## config.mk

```make
export PLATFORM = sky130hd
export DESIGN_NAME = mkio_rx_frontend
export DESIGN_NICKNAME = d
export VERILOG_FILES = /design/src/rtl/mkio_rx_frontend.sv
export SDC_FILE = /design/constraint.sdc
export NUM_CORES = 1
export LEC_CHECK = 0
export CAP_MARGIN = 20
export CORE_MARGIN = 2
export CORE_UTILIZATION = 60
export CTS_CLUSTER_SIZE = 14
export DETAILED_ROUTE_END_ITERATION = 10
export DONT_BUFFER_PORTS = 1
export GPL_ROUTABILITY_DRIVEN = 0
export GPL_TIMING_DRIVEN = 1
export PLACE_DENSITY_LB_ADDON = 0.3
export SYNTH_ARGS = -nofsm -noshare
export SYNTH_HDL_FRONTEND = slang
export SYNTH_SLANG_ARGS = --single-unit
```

## constraint.sdc

```tcl
create_clock -name clk -period 3.2 [get_ports clk]
set_clock_uncertainty 0.1 [all_clocks]
set_input_delay 0 -clock clk [delete_from_list [all_inputs] [get_ports clk]]
set_output_delay 0 -clock clk [all_outputs]
set_load 0.005 [all_outputs]
```

## src/rtl/mkio_rx_frontend.sv

```systemverilog
// MKIO receive front end: synchronise and filter both line pairs, lock onto one channel.
// Channel B is compiled in only when MKIO_RX_CHAN_B_EN is defined; the default build is A-only.
module mkio_rx_frontend #(
   parameter int unsigned FILT_LEN     = 3,
   parameter int unsigned IDLE_TIMEOUT = 128
) (
   input  logic clk,
   input  logic reset_n,
   input  logic DI1A,
   input  logic DI0A,
   input  logic DI1B,
   input  logic DI0B,
   input  logic rx_enable,
   output logic DI1,
   output logic DI0,
   output logic chan_b,
   output logic chan_active,
   output logic line_error,
   output logic collision
);

`ifdef MKIO_RX_CHAN_B_EN
   localparam int unsigned NumLines = 4;
   logic [NumLines-1:0] raw;
   assign raw = {DI0B, DI1B, DI0A, DI1A};
`else
   localparam int unsigned NumLines = 2;
   logic [NumLines-1:0] raw;
   logic                unused_b;
   assign raw      = {DI0A, DI1A};
   assign unused_b = DI1B ^ DI0B;
`endif

   typedef enum logic [1:0] {StIdle, StLockA, StLockB} state_e;

   logic [NumLines-1:0] sync1_q, sync2_q, filt_q;
   logic [3:0]          flt_cnt_q [NumLines];
   logic                fa1, fa0, fb1, fb0, act_a, act_b;
   logic                sel1, sel0, both, own_act, other_act;
   logic [9:0]          idle_cnt_q;
   logic                err_seen_q, coll_done_q;
   state_e              state_q, state_d;

   // Filter counter tracks consecutive samples that disagree with the current filtered level.
   always_ff @(posedge clk or negedge reset_n) begin
      if (!reset_n) begin
         sync1_q <= '0;
         sync2_q <= '0;
         filt_q  <= '0;
         for (int i = 0; i < NumLines; i++) flt_cnt_q[i] <= '0;
      end else begin
         sync1_q <= raw;
         sync2_q <= sync1_q;
         for (int i = 0; i < NumLines; i++) begin
            if (sync2_q[i] == filt_q[i]) begin
               flt_cnt_q[i] <= '0;
            end else if (flt_cnt_q[i] == 4'(FILT_LEN - 1)) begin
               filt_q[i]    <= sync2_q[i];
               flt_cnt_q[i] <= '0;
            end else begin
               flt_cnt_q[i] <= flt_cnt_q[i] + 4'd1;
            end
         end
      end
   end

   assign fa1 = filt_q[0];
   assign fa0 = filt_q[1];
`ifdef MKIO_RX_CHAN_B_EN
   assign fb1 = filt_q[2];
   assign fb0 = filt_q[3];
`else
   assign fb1 = 1'b0;
   assign fb0 = 1'b0;
`endif
   assign act_a = fa1 | fa0;
   assign act_b = fb1 | fb0;

   always_comb begin
      state_d = state_q;
      case (state_q)
         StIdle: begin
            if (act_a) state_d = StLockA;
`ifdef MKIO_RX_CHAN_B_EN
            else if (act_b) state_d = StLockB;
`endif
         end
         StLockA: if (!act_a && idle_cnt_q == 10'(IDLE_TIMEOUT - 1)) state_d = StIdle;
         StLockB: if (!act_b && idle_cnt_q == 10'(IDLE_TIMEOUT - 1)) state_d = StIdle;
         default: state_d = StIdle;
      endcase
      if (!rx_enable) state_d = StIdle;
   end

   // Outputs are registered from the channel selected by the next state.
   always_comb begin
      sel1      = 1'b0;
      sel0      = 1'b0;
      own_act   = 1'b0;
      other_act = 1'b0;
      case (state_d)
         StLockA: begin
            sel1    = fa1;
            sel0    = fa0;
            own_act = act_a;
`ifdef MKIO_RX_CHAN_B_EN
            other_act = act_b;
`endif
         end
         StLockB: begin
            sel1    = fb1;
            sel0    = fb0;
            own_act = act_b;
`ifdef MKIO_RX_CHAN_B_EN
            other_act = act_a;
`endif
         end
         default: ;
      endcase
      both = sel1 & sel0;
   end

   always_ff @(posedge clk or negedge reset_n) begin
      if (!reset_n) begin
         state_q     <= StIdle;
         idle_cnt_q  <= '0;
         DI1         <= 1'b0;
         DI0         <= 1'b0;
         chan_b      <= 1'b0;
         line_error  <= 1'b0;
         collision   <= 1'b0;
         err_seen_q  <= 1'b0;
         coll_done_q <= 1'b0;
      end else begin
         state_q     <= state_d;
         idle_cnt_q  <= (state_d == StIdle || own_act) ? '0 : idle_cnt_q + 10'd1;
         DI1         <= sel1 & ~both;
         DI0         <= sel0 & ~both;
         line_error  <= both & ~err_seen_q;
         err_seen_q  <= both;
         collision   <= other_act & ~coll_done_q;
         coll_done_q <= (state_d != StIdle) & (coll_done_q | other_act);
         if (state_d == StLockA)      chan_b <= 1'b0;
         else if (state_d == StLockB) chan_b <= 1'b1;
      end
   end

   assign chan_active = (state_q != StIdle);

endmodule

```

# Yosys cells after proc, flatten, opt, wreduce, memory -nomap -nowiden
# Index checks and enable logic that the tools add are counted.
[totals]
register_bits = 31
inputBits = 7
output_inout_bits = 6
wordCells = 58
[classes]
add_sub_neg = 3
n_eq_ne = 9
mux = 15
n_bitwise = 9
reduce_logical = 9
[op_table]
columns = ["cell", "count"]
rows = [
  ["$mux 4", 4],
  ["$add 10x1->10 const B", 1],
  ["$eq 10x7->1 const B", 1],
  ["$mux 10", 1],
  ["$add 4x1->4 const B", 2],
  ["$eq 4x2->1 const B", 2],
  ["$mux 2", 4],
  ["$pmux 2 s3", 1],
  ["$mux 1", 5],
  ["$and 1x1->1", 4],
  ["$eq 2x1->1 const B", 2],
  ["$eq 2x2->1 const B", 2],
  ["$logic_not 2->1", 2],
  ["$not 1->1", 4],
  ["$reduce_and 2->1", 2],
  ["$reduce_bool 2->1", 2],
  ["$eq 1x1->1", 2],
  ["$logic_and 1x1->1", 1],
  ["$logic_not 1->1", 1],
  ["$logic_or 1x1->1", 1],
  ["$or 1x1->1", 1],
]

# Depth between registers and ports, before layout
# Gate-level depths: netlist of run 1.
[logic_depth]
depth_word = 11
mapped_depth = 9
depth_no_buf = 8

# Worst setup path before layout of run 1
# No wires, ideal clock.
[synth_timing]
path_kind = "reg-to-reg"
from = "reg idle_cnt_q[0]"
to = "reg idle_cnt_q[7]"
t_arrival_ns = 1.828
slack_ns = 1.195
stages_incl_launch_ff = 10
path_buffers = 1
cell_sequence = "dfrtp_1 > ha_1 > nand4_1 > nor3_2 > or3_1 > ha_1 > o21ai_0 > nand2b_1 > buf_6 > a21oi_1"
[synth_via]
elab_chain_len = 9
elab_cells_between_ends = 12
classes_between = "1 x add/sub; 2 x eq/ne; 6 x mux; 3 x reduce/logical"
[synth_lines]
columns = ["element", "line", "source"]
rows = [
  ["start, declared", "40", "logic [9:0] idle_cnt_q;"],
  ["start signal, assigned", "136", "idle_cnt_q <= (state_d == StIdle || own_act) ? '0 : idle_cnt_q + 10'd1;"],
  ["$eq 10x7->1", "88, 89", ""],
  ["$logic_and 1x1->1", "88", "StLockA: if (!act_a && idle_cnt_q == 10'(IDLE_TIMEOUT - 1)) state_d = StIdle;"],
  ["$mux 2", "88", ""],
  ["$pmux 2 s3", "81", "case (state_q)"],
  ["$mux 2", "92", "if (!rx_enable) state_d = StIdle;"],
  ["$eq 2x1->1", "101", "case (state_d)"],
  ["$mux 1", "101", ""],
  ["$logic_or 1x1->1", "136", ""],
  ["$mux 10 *", "136", ""],
]
# Every way passes the cells marked *; elsewhere a longest branch is shown, timed or not.
# A chain may end at the register's enable or synchronous reset.

# Worst setup path in the final report of run 1
[layout_timing]
from = "reg idle_cnt_q[0]"
to = "reg idle_cnt_q[9]"
[layout_via]
elab_chain_len = 9
elab_cells_between_ends = 12
classes_between = "1 x add/sub; 2 x eq/ne; 6 x mux; 3 x reduce/logical"
[layout_lines]
columns = ["element", "line", "source"]
rows = [
  ["$eq 10x7->1 *", "88, 89", ""],
  ["$logic_and 1x1->1", "88", ""],
  ["$mux 2", "88", ""],
  ["$pmux 2 s3 *", "81", ""],
  ["$mux 2 *", "92", ""],
  ["net state_d[0]", "42", "state_e state_q, state_d;"],
  ["$eq 2x1->1", "101", ""],
  ["$mux 1", "101", ""],
  ["$logic_or 1x1->1 *", "136", ""],
  ["$mux 10 *", "136", ""],
]
# The timed path passes the listed nets; every way through them passes the cells marked *.

==> results of run 1 <==
worst max-delay path: cells and delay by family (launching register included):
kind	cells	cell delay, ps
flip-flops	1	390
adder cells (fa/ha/maj)	2	490
AO/OA/AOI/OAI	3	480
AND/OR/NAND/NOR	3	820
metrics by stage:
step / total power, mW / instance area, sq um / utilization, %
floorplan: 0.7378 / 1349 / -
global placement: 0.7623 / 1365 / 62.92
detailed placement: 0.7756 / 1365 / 62.92
CTS: 1.051 / 1514 / 69.78
global route: 1.117 / 1514 / 69.78
finish: 1.039 / 1514 / 69.78
routing by layer:
| layer | global-route usage [%] | up-vias |
|---|---|---|
| li1 | - | 436 |
| met1 | 22.03 | 424 |
| met2 | 33.76 | 13 |
| met3 | 9.357 | 2 |
| met4 | 10.53 | 0 |
| met5 | 0 | - |
registers in the layout (all words and copies together) (netlist names):
name and count:
DI0 1, chan_b 1, filt_q 2, idle_cnt_q 10, flt_cnt_q 8, err_seen_q 1, DI1 1, sync1_q 2
state_q 2, sync2_q 2, line_error 1
synthesized netlist by cell type, drive strengths merged:
cell type / instances
buf: 2
nand2b: 2
nand3: 6
xor2: 4
nand2: 7
or3: 5
a21oi: 5
nor3: 2
nand4: 2
or2: 1
mux2i: 1
nor2b: 1
mux2: 2
o21ai: 4
dfrtp: 31
nor2: 18
nand3b: 1
inv: 5
a21o: 2
xnor2: 5
ha: 7
or4: 2
conb: 1
o22a: 1
o31ai: 2
and3: 1
o22ai: 1
kinds of logic after synthesis:
kind of cell / share of synthesized area [%]
multiplexers: 2.412
AND/OR/NAND/NOR: 18.00
flip-flops: 57.51
other: 0.2780
buffers and inverters: 2.783
AO/OA/AOI/OAI: 6.679
XOR/XNOR: 5.844
adder cells (fa/ha/maj): 6.493
final cells by class:
class | instances | area [sq um]
clock buffer | 8 | 68.82
multi-input combinational | 83 | 535.5
timing repair buffer | 7 | 80.08
inverter | 5 | 18.77
fill | 170 | 655.6
tap | 28 | 35.03
sequential | 31 | 775.7
power by group through the flow:
stage | Clock (mW) | Sequential (mW) | Combinational, mW
finish | 0.256 | 0.544 | 0.239
global route | 0.282 | 0.559 | 0.277
floorplan | 0 | 0.537 | 0.201
detailed placement | 0 | 0.553 | 0.222
CTS | 0.263 | 0.545 | 0.243
global placement | 0 | 0.549 | 0.213
final timing paths:
check / start / to / slack [ps] / cells past startpoint
max: idle_cnt_q[0] / idle_cnt_q[9] / 840 / 8
min: DI1A / sync1_q[0] / 140 / 1
max reg2reg: idle_cnt_q[0] / idle_cnt_q[9] / 840 / 8
min reg2reg: sync1_q[1] / sync2_q[1] / 260 / 0
max in group asynchronous: reset_n / flt_cnt_q[7] / 1440 / 4
min in group asynchronous: reset_n / state_q[0] / 530 / 3
placed cells by master, fill, tap and decap left out, types with 2 or more instances in the layout:
cell | netlist | routed
a21o_1 | 2 | 2
a21oi_1 | 5 | 5
clkbuf_4 | 0 | 5
clkbuf_8 | 0 | 2
dfrtp_1 | 31 | 31
dlygate4sd3_1 | 0 | 6
ha_1 | 7 | 7
inv_1 | 5 | 5
mux2_2 | 2 | 2
nand2_1 | 7 | 7
nand2b_1 | 2 | 2
nand3_1 | 5 | 5
nand4_1 | 2 | 2
nor2_1 | 18 | 18
o21ai_0 | 4 | 4
o31ai_1 | 2 | 2
or3_1 | 4 | 4
or4_1 | 2 | 2
xnor2_1 | 5 | 5
xor2_1 | 4 | 4
==> summary.md, run 1 <==
| Metric | Value |
|---|---|
| All-Layer GR Usage | 20.53% |
| Largest net degree at the start of global routing | 24 |
| Layout cell share with drive strength beyond 1 | 10.45% |
| Sw frac | 31.75% |
| Fmax | 0.4241 GHz |
| Crit-path cells | ha_1, nand4_1, nor3_2, o22ai_1, ha_1, o21ai_0, nand2b_1, a21oi_1 |
| Synthesis-to-layout area growth | 12.24% |
| H-tree depth | 2 |
| Reg power frac | 52.3% |
| Nets | 147 |
| Highest metal used | met4 |
| Routed wire length | 2.106 mm |
| Hold buffer count at CTS | 7 |
| Leading area contributor after synthesis | dfrtp_1 |
| CORE AREA | 2170 sq um |
| Critical path endpoint category | flip-flop |
| Final ANT Viol Nets | 0 |
| Dpl hpwl | 1.430 mm |
| Die width | 51.41 um |
| Synthesized area | 1349 sq um |
| Worst hold slack | 140.2 ps |
| Non-filler instance count after layout | 162 |
| Slowest cell delay on critical path | 390 ps |
| WL met3 | 85 um |
| Initial antenna violation count | 0 |
| Top cell type's share of synthesized area | 57.51% |
| Diode count | 0 |
| DR vias/cell | 5.401 |
| Final Setup Violations | 0 |
| Crit path max-delay cell type | dfrtp_1 |
| Vias in the first global route | 934 |
| Worst Hold Class | in -> reg |
| Top cells by area, synth | dfrtp_1 (58%), ha_1 (6.5%), nor2_1 (5.0%) |
| Cell Rows | 17 |
| WL met2 | 1.084 mm |
| Synth warnings | 0 |
| Critical Path Most Common Cell | ha_1 |
| Post-placement cell count | 147 |
| Maximum VDD drop | 0.0004335 V |
| Die ar. | 2643 sq um |
| Data arrival, critical path | 2500 ps |
| Gate power share | 23.0% |
| RSZ-0062 raised after global routing | no |
| Run status | finished clean |
| IO Count | 13 |
| Yosys cell types | 31 |
| Clk Latency, worst-skew pair | 320 ps |
| Critical path launch point type | flip-flop |
| Required time of the critical path | 3340 ps |
| Mean post-synth cell area | 11.15 sq um |
| Drt drc | 0 |
| Clock root buffer | clkbuf_4 |
| Sequential element share of the synthesized area | 57.51% |
| Synthesized flop and latch total | 31 |
| Setup WS pre-CTS | 837.6 ps |
| Total grt overflow | 0 |
| Internal | 0.7089 mW |
| Final slew viol count | 0 |
| Clock Path Buffers | 2 |
| Leakage | 0.6896 nW |
| Crit path max fanout | 10 |
| Routed len/inst | 13.00 um |
| DRT Pass-1 Iters | 4 |
| Die height | 51.41 um |
| Total CTS buffers | 5 |
| Final Hold Viols | 0 |
| Port-buffer cells | 0 |
| Psw | 0.3298 mW |
| Post-Syn Instances | 121 |
| Initial Utilization | 62.17% |
| Setup TNS | 0 ps |
| CTS clk-pin slew, worst paths | 90 ps |
| Metal1 wirelength | 923 um |
| CTS sink count | 31 |
| Clock Power Share | 24.6% |
| PwrDens | 686.1 nW/um^2 |
| Initial drt markers | 10 |
| Post-CTS setup buffers | 0 |
| Post-route minimum period | 2358 ps |
| Synthesized Nets | 135 |
| Final worst-path cycle share | 73.69% |
| Max Cap Viol | 0 |
| Final worst slack | 842.1 ps |
| First-pass GRT wire length | 3.801 mm |
| CTS tree | done |
| Crit path kind | reg -> reg |
| Via Count | 875 |
| Post-CTS sizing | 0 |
Power figures use the tool's default switching activity.
==> run 2: changes to the inputs <==
- CORE_UTILIZATION: 60 -> 54
- clock period: 3.2 -> 1.9 ns (I/O delays scaled with it)
==> run 2 against run 1 <==
  * The run now ends with setup timing left
  * Final cell count up 11%
  * Clock power up 67%
  * Setup slack worse by 940 ps
  * Non-clock buffer count up 16
  * Via count up 12%
  * Wire length up 19%
  * Flip-flop and latch count unchanged
  * Critical endpoint is now idle_cnt_q[7]
==> summary.md, run 2 (synthesis gave the netlist of run 1 again) <==
| Metric | Value |
|---|---|
| Reg2reg end | idle_cnt_q[7] |
| Die width | 53.98 um (+5.0%) |
| Critical path launch point type | flip-flop |
| Final ANT Viol Nets | 0 (unchanged) |
| Largest reg by FF count | idle_cnt_q |
| First-pass GRT wire length | 3.884 mm (+2.2%) |
| Dpl hpwl | 1.637 mm (+14%) |
| Total grt overflow | 0 (unchanged) |
| Post-route minimum period | 2000 ps (-357.8 ps) |
| DRT Pass-1 Iters | 4 (unchanged) |
| Initial Utilization | 55.97% (-6.2 points) |
| Top Registers | idle_cnt_q: 10 flops, flt_cnt_q: 8 flops |
| IO Count | 13 (unchanged) |
| Violated checks | setup timing |
| Routed len/inst | 13.97 um (+7.4%) |
| Final Setup Violations | 10 (+10) |
| Commonest non-fill, non-tap cell in the layout | dfrtp_1 |
| Critical path endpoint category | flip-flop |
| Clk Latency, worst-skew pair | 310 ps (about the same) |
| Hold path start | DI0A |
| Fmax | 0.5000 GHz (+18%) |
| Leakage | 0.7843 nW (+14%) |
| Layout cell share with drive strength beyond 1 | 29.33% (+19 points) |
| Clock Path Buffers | 2 (unchanged) |
| Min-Delay Endpoint | sync1_q[1] |
| Max Cap Viol | 0 (unchanged) |
| Reg2reg start | idle_cnt_q[7] |
| Tot Pwr | 1.942 mW (+87%) |
| Hold-critical path depth | 1 (unchanged) |
| Synthesis-to-layout area growth | 28.11% |
| CTS clk-pin slew, worst paths | 90 ps (about the same) |
| Crit path kind | reg -> reg |
| DR vias/cell | 5.456 (+1.0%) |
| Final worst slack | -100.2 ps (-942.2 ps) |
| Die ar. | 2913 sq um (+10%) |
| Diode count | 0 (unchanged) |
| Register-to-register setup slack | -100 ps (-940 ps) |
| Final slew viol count | 0 (unchanged) |
| Data arrival, critical path | 2100 ps (-400 ps) |
| PwrDens | 1124 nW/um^2 (+64%) |
| Commonest non-fill, non-tap cells in the layout | dfrtp_1 (31), nor2_1 (16), buf_4 (14) |
| CTS sink count | 31 (unchanged) |
| Final Hold Viols | 0 (unchanged) |
| CORE AREA | 2410 sq um (+11%) |
| Nets | 163 (+11%) |
| Routed wire length | 2.514 mm (+19%) |
| H-tree depth | 2 (unchanged) |
| Total CTS buffers | 5 (unchanged) |
| Initial antenna violation count | 0 (unchanged) |
| All-Layer GR Usage | 19.38% (-1.2 points) |
| Drt drc | 0 (unchanged) |
| Run status | finished, violations left |
| Die height | 53.98 um (+5.0%) |
| Max reg flops | 10 (unchanged) |
| Cell Rows | 18 (+1) |
| Maximum VDD drop | 0.0007003 V (+62%) |
| Port-buffer cells | 0 (unchanged) |
| Required time of the critical path | 2000 ps (-1340 ps) |
| Vias in the first global route | 909 (-2.7%) |
| Final worst-path cycle share | 105.3% (+32 points) |
| Clock root buffer | clkbuf_4 |
| Worst Hold Class | in -> reg |
| RSZ-0062 raised after global routing | yes |
| Worst r2r path cells | 8 (unchanged) |
| Worst hold slack | 140.7 ps (+0.5100 ps) |
| CTS tree | done |
| Initial drt markers | 10 (unchanged) |
| Crit path max fanout | 5 (-5) |
| Core Util, Final | 71.70% (+1.9 points) |
| Via Count | 982 (+12%) |
| Largest net degree at the start of global routing | 32 (+33%) |
run 2: power by group:
part           internal, mW  switching (mW)
Clock                 0.218           0.211
Sequential            0.794           0.129
Combinational         0.296           0.295
run 2: worst max path at each step:
stage,from,end,slack (ps),cells after the start
after CTS,idle_cnt_q[8],idle_cnt_q[7],-30,8
after detailed placement,idle_cnt_q[0],idle_cnt_q[8],-60,8
final,idle_cnt_q[7],idle_cnt_q[7],-100,8
after floorplan,idle_cnt_q[0],idle_cnt_q[7],30,9
after global routing,idle_cnt_q[7],idle_cnt_q[2],-150,8
after global placement,idle_cnt_q[0],idle_cnt_q[7],-1,9
run 2: repair_timing:
| item | 4_1_cts | 5_1_grt |
|---|---|---|
| endpoints found under the setup margin | 11 | 13 |
| buffers inserted | 3 | 0 |
| pin swaps | 6 | 6 |
| hold buffers | 5 | 1 |
| hold endpoints to repair | 35 | 1 |
| resized for setup | 11 | 8 |
run 2: cell type report:
cell class,count,area (sq um)
clock buffer,8,68.82
fill,164,681.9
inverter,5,18.77
multi-input combinational,83,618.1
sequential,31,775.7
tap,30,37.54
timing repair buffer,23,209.0
run 2: routing by layer:
layer	global-route usage, %	wire (um)	part of all wire (%)	vias to the layer above
met2	31.10	1275	51	17
met3	8.889	106	4.2	2
met5	0	0	0	-
met4	6.667	15	0.60	0
met1	22.94	1115	44	498
li1	-	-	-	465
run 2: critical path, stage by stage, from the launching register on:
cell and delay, ps:
dfrtp_1 390, or3_4 400, nor3_4 250, buf_6 130, o22a_1 180, ha_4 150
nand2b_4 130, buf_6 120, a21oi_1 40
run 2: metrics by stage:
stage | cells | area (sq um) | TNS [ps] | worst slack [ps]
3_3_place_gp | 163 | 1478 | -1.213 | -1.213
3_5_place_dp | 163 | 1478 | -421.9 | -55.73
2_1_floorplan | 121 | 1354 | 0 | 29.68
5_1_grt | 180 | 1728 | -1538 | -149.0
4_1_cts | 179 | 1675 | -245.6 | -30.74
6_report | 180 | 1728 | -911.1 | -100.2
==> run 3: changes to the inputs <==
- CORE_UTILIZATION: 54 -> 60
- RECOVER_POWER: not set -> 25
- clock period: 1.9 -> 2.45 ns (I/O delays scaled with it)
==> run 3 against run 2 <==
  * Worst hold slack improved by 0.80 ps
  * Design area fell by 15%
  * Non-clock buffer count fell by 18
  * Clock power fell by 38%
  * Utilization fell by 4.3 points
  * Register-to-register slack improved by 350 ps
  * Fmax fell by 9.0%
  * Via count fell by 10%
  * Global-route usage fell by 1.9 points
  * Power fell by 34%
  * Combinational power fell by 48%
  * The run ends with capacitance limit, slew limit left
  * Clock-buffer cell count fell by 1
==> summary.md, run 3 (synthesis gave the netlist of run 1 again) <==
| Metric | Value |
|---|---|
| Post-placement cell count | 147 (-9.8%) |
| Dpl hpwl | 1.398 mm (-15%) |
| Setup TNS | 0 ps (+911.1 ps) |
| Reg2reg start | idle_cnt_q[0] |
| Tot Pwr | 1.289 mW (-34%) |
| Clock root buffer | clkbuf_4 |
| CORE AREA | 2170 sq um (-10%) |
| H-tree depth | 2 (unchanged) |
| Largest reg by FF count | idle_cnt_q |
| PwrDens | 882.2 nW/um^2 (-21%) |
| Routed wire length | 2.027 mm (-19%) |
| Reg2reg end | idle_cnt_q[5] |
| Crit path max fanout | 10 (+5) |
| Worst Tran Pin Value | 1605 ps |
| Worst r2r path cells | 8 (unchanged) |
| Data arrival, critical path | 2330 ps (+230 ps) |
| Worst hold slack | 141.5 ps (+0.8030 ps) |
| Hold-critical path depth | 1 (unchanged) |
| Cell Rows | 17 (-1) |
| Largest net degree at the start of global routing | 32 (unchanged) |
| Port-buffer cells | 0 (unchanged) |
| Drt drc | 0 (unchanged) |
| Max-slew headroom | -6.982% |
| Worst Hold Class | in -> reg |
| Min-Delay Endpoint | sync1_q[1] |
| CTS tree | done |
| Initial antenna violation count | 0 (unchanged) |
| DR vias/cell | 5.513 (+1.0%) |
| Leakage | 0.6638 nW (-15%) |
| Core Util, Final | 67.36% (-4.3 points) |
| First-pass GRT wire length | 3.249 mm (-16%) |
| Vias in the first global route | 821 (-9.7%) |
| Run status | finished, violations left |
| Dpl cell area | 1365 sq um (-7.6%) |
| RSZ-0062 raised after global routing | no |
| Clk Latency, worst-skew pair | 320 ps (about the same) |
| Final worst slack | 252.0 ps (+352.1 ps) |
| Die ar. | 2643 sq um (-9.3%) |
| Die height | 51.41 um (-4.8%) |
| Top Registers | idle_cnt_q: 10 flops, flt_cnt_q: 8 flops |
| Final ANT Viol Nets | 0 (unchanged) |
| Design Area, Final | 1461 sq um (-15%) |
| Diode count | 0 (unchanged) |
| Clock Path Buffers | 2 (unchanged) |
| Clock Power Share | 20.7% (-1.4 points) |
| Internal | 0.8661 mW (-34%) |
| Non-filler instance count after layout | 160 (-11%) |
| Final slew viol count | 32 (+32) |
| Register-to-register setup slack | 250 ps (+350 ps) |
| Gate power share | 23.9% (-6.5 points) |
| Critical path launch point type | flip-flop |
| Synthesis-to-layout area growth | 8.349% |
| Reg power frac | 55.3% (+7.8 points) |
| Routed len/inst | 12.67 um (-9.3%) |
| Post-route minimum period | 2198 ps (+197.9 ps) |
| CTS clk-pin slew, worst paths | 80 ps (about the same) |
| Hold path start | DI0A |
| Violated checks | capacitance limit, slew limit |
| IO Count | 13 (unchanged) |
| Max Cap Viol | 1 (+1) |
| Crit path kind | reg -> reg |
| Required time of the critical path | 2580 ps (+580 ps) |
| Maximum VDD drop | 0.0005387 V (-23%) |
| DRT Pass-1 Iters | 4 (unchanged) |
| Final Setup Violations | 0 (-10) |
| Max reg flops | 10 (unchanged) |
| Critical path endpoint category | flip-flop |
| Total grt overflow | 0 (unchanged) |
| Psw | 0.4231 mW (-33%) |
| Initial Utilization | 62.17% (+6.2 points) |
| Commonest non-fill, non-tap cell in the layout | dfrtp_1 |
| CTS sink count | 31 (unchanged) |
| Total CTS buffers | 5 (unchanged) |
| Fmax | 0.4550 GHz (-9.0%) |
| Via Count | 882 (-10%) |
| Layout cell share with drive strength beyond 1 | 9.848% (-19 points) |
| Sw frac | 32.82% (+0.15 points) |
| Initial drt markers | 10 (unchanged) |
| Commonest non-fill, non-tap cells in the layout | dfrtp_1 (31), nor2_1 (18), nand2_1 (7), ha_1 (7) |
| All-Layer GR Usage | 17.46% (-1.9 points) |
| Nets | 145 (-11%) |
| Setup WS pre-CTS | 168.9 ps (+224.6 ps) |
| Final Hold Viols | 0 (unchanged) |
| Die width | 51.41 um (-4.8%) |
| Final worst-path cycle share | 89.72% (-16 points) |
run 3: changes by cell type in the layout (fill, tap and decap cells not counted), moves of 2 or more:
| cell | change |
|---|---|
| or3_4 | -2 |
| a21oi_1 | +3 |
| buf_6 | -3 |
| buf_4 | -14 |
| clkbuf_8 | -2 |
| a21oi_2 | -3 |
| nor2_1 | +2 |
| clkbuf_1 | +2 |
| ha_1 | +3 |
| ha_4 | -2 |
| or3_1 | +2 |
run 3: per-layer routing:
metal | part of all wire (%) | routed length (um) | track usage [%] | vias up
met5 | 0 | 0 | 0 | -
met4 | 2.2 | 44 | 10.96 | 0
met3 | 3.9 | 79 | 6.140 | 7
met2 | 50 | 1018 | 27.99 | 20
met1 | 44 | 883 | 19.73 | 424
li1 | - | - | - | 431
run 3: layout make-up:
type | count | area, sq um
fill | 167 | 708.2
sequential | 31 | 775.7
timing repair buffer | 5 | 43.79
multi-input combinational | 83 | 538.0
inverter | 5 | 18.77
clock buffer | 7 | 45.04
tap | 28 | 35.03
clock inverter | 1 | 5.005
run 3: worst max path at each step:
stage	from	endpoint	slack, ps	depth (start not counted)
after global routing	idle_cnt_q[0]	idle_cnt_q[9]	60	8
after detailed placement	idle_cnt_q[0]	idle_cnt_q[5]	170	8
final	idle_cnt_q[0]	idle_cnt_q[5]	250	8
after global placement	idle_cnt_q[0]	idle_cnt_q[5]	220	8
after CTS	idle_cnt_q[0]	idle_cnt_q[5]	160	8
after floorplan	idle_cnt_q[0]	idle_cnt_q[7]	450	9
run 3: repair_timing:
item	4_1_cts	5_1_grt
endpoints found under the setup margin	0	8
endpoints found under the hold margin	35	0
buffers inserted	0	0
hold buffers	5	0
gates resized for setup	0	1
run 3: power groups by stage:
stage	sequential, mW	clock (mW)	combinational (mW)
3_5_place_dp	0.726	0	0.288
6_report	0.713	0.267	0.309
3_3_place_gp	0.717	0	0.278
5_1_grt	0.731	0.301	0.355
4_1_cts	0.716	0.279	0.311
2_1_floorplan	0.702	0	0.262
run 3: critical path: stages (launching register included):
cell      delay (ps)
dfrtp_1          410
ha_1             240
nand4_1          200
nor3_2            90
or3_1            370
ha_1             240
o21ai_0          110
nand2b_2         180
a21oi_1          160
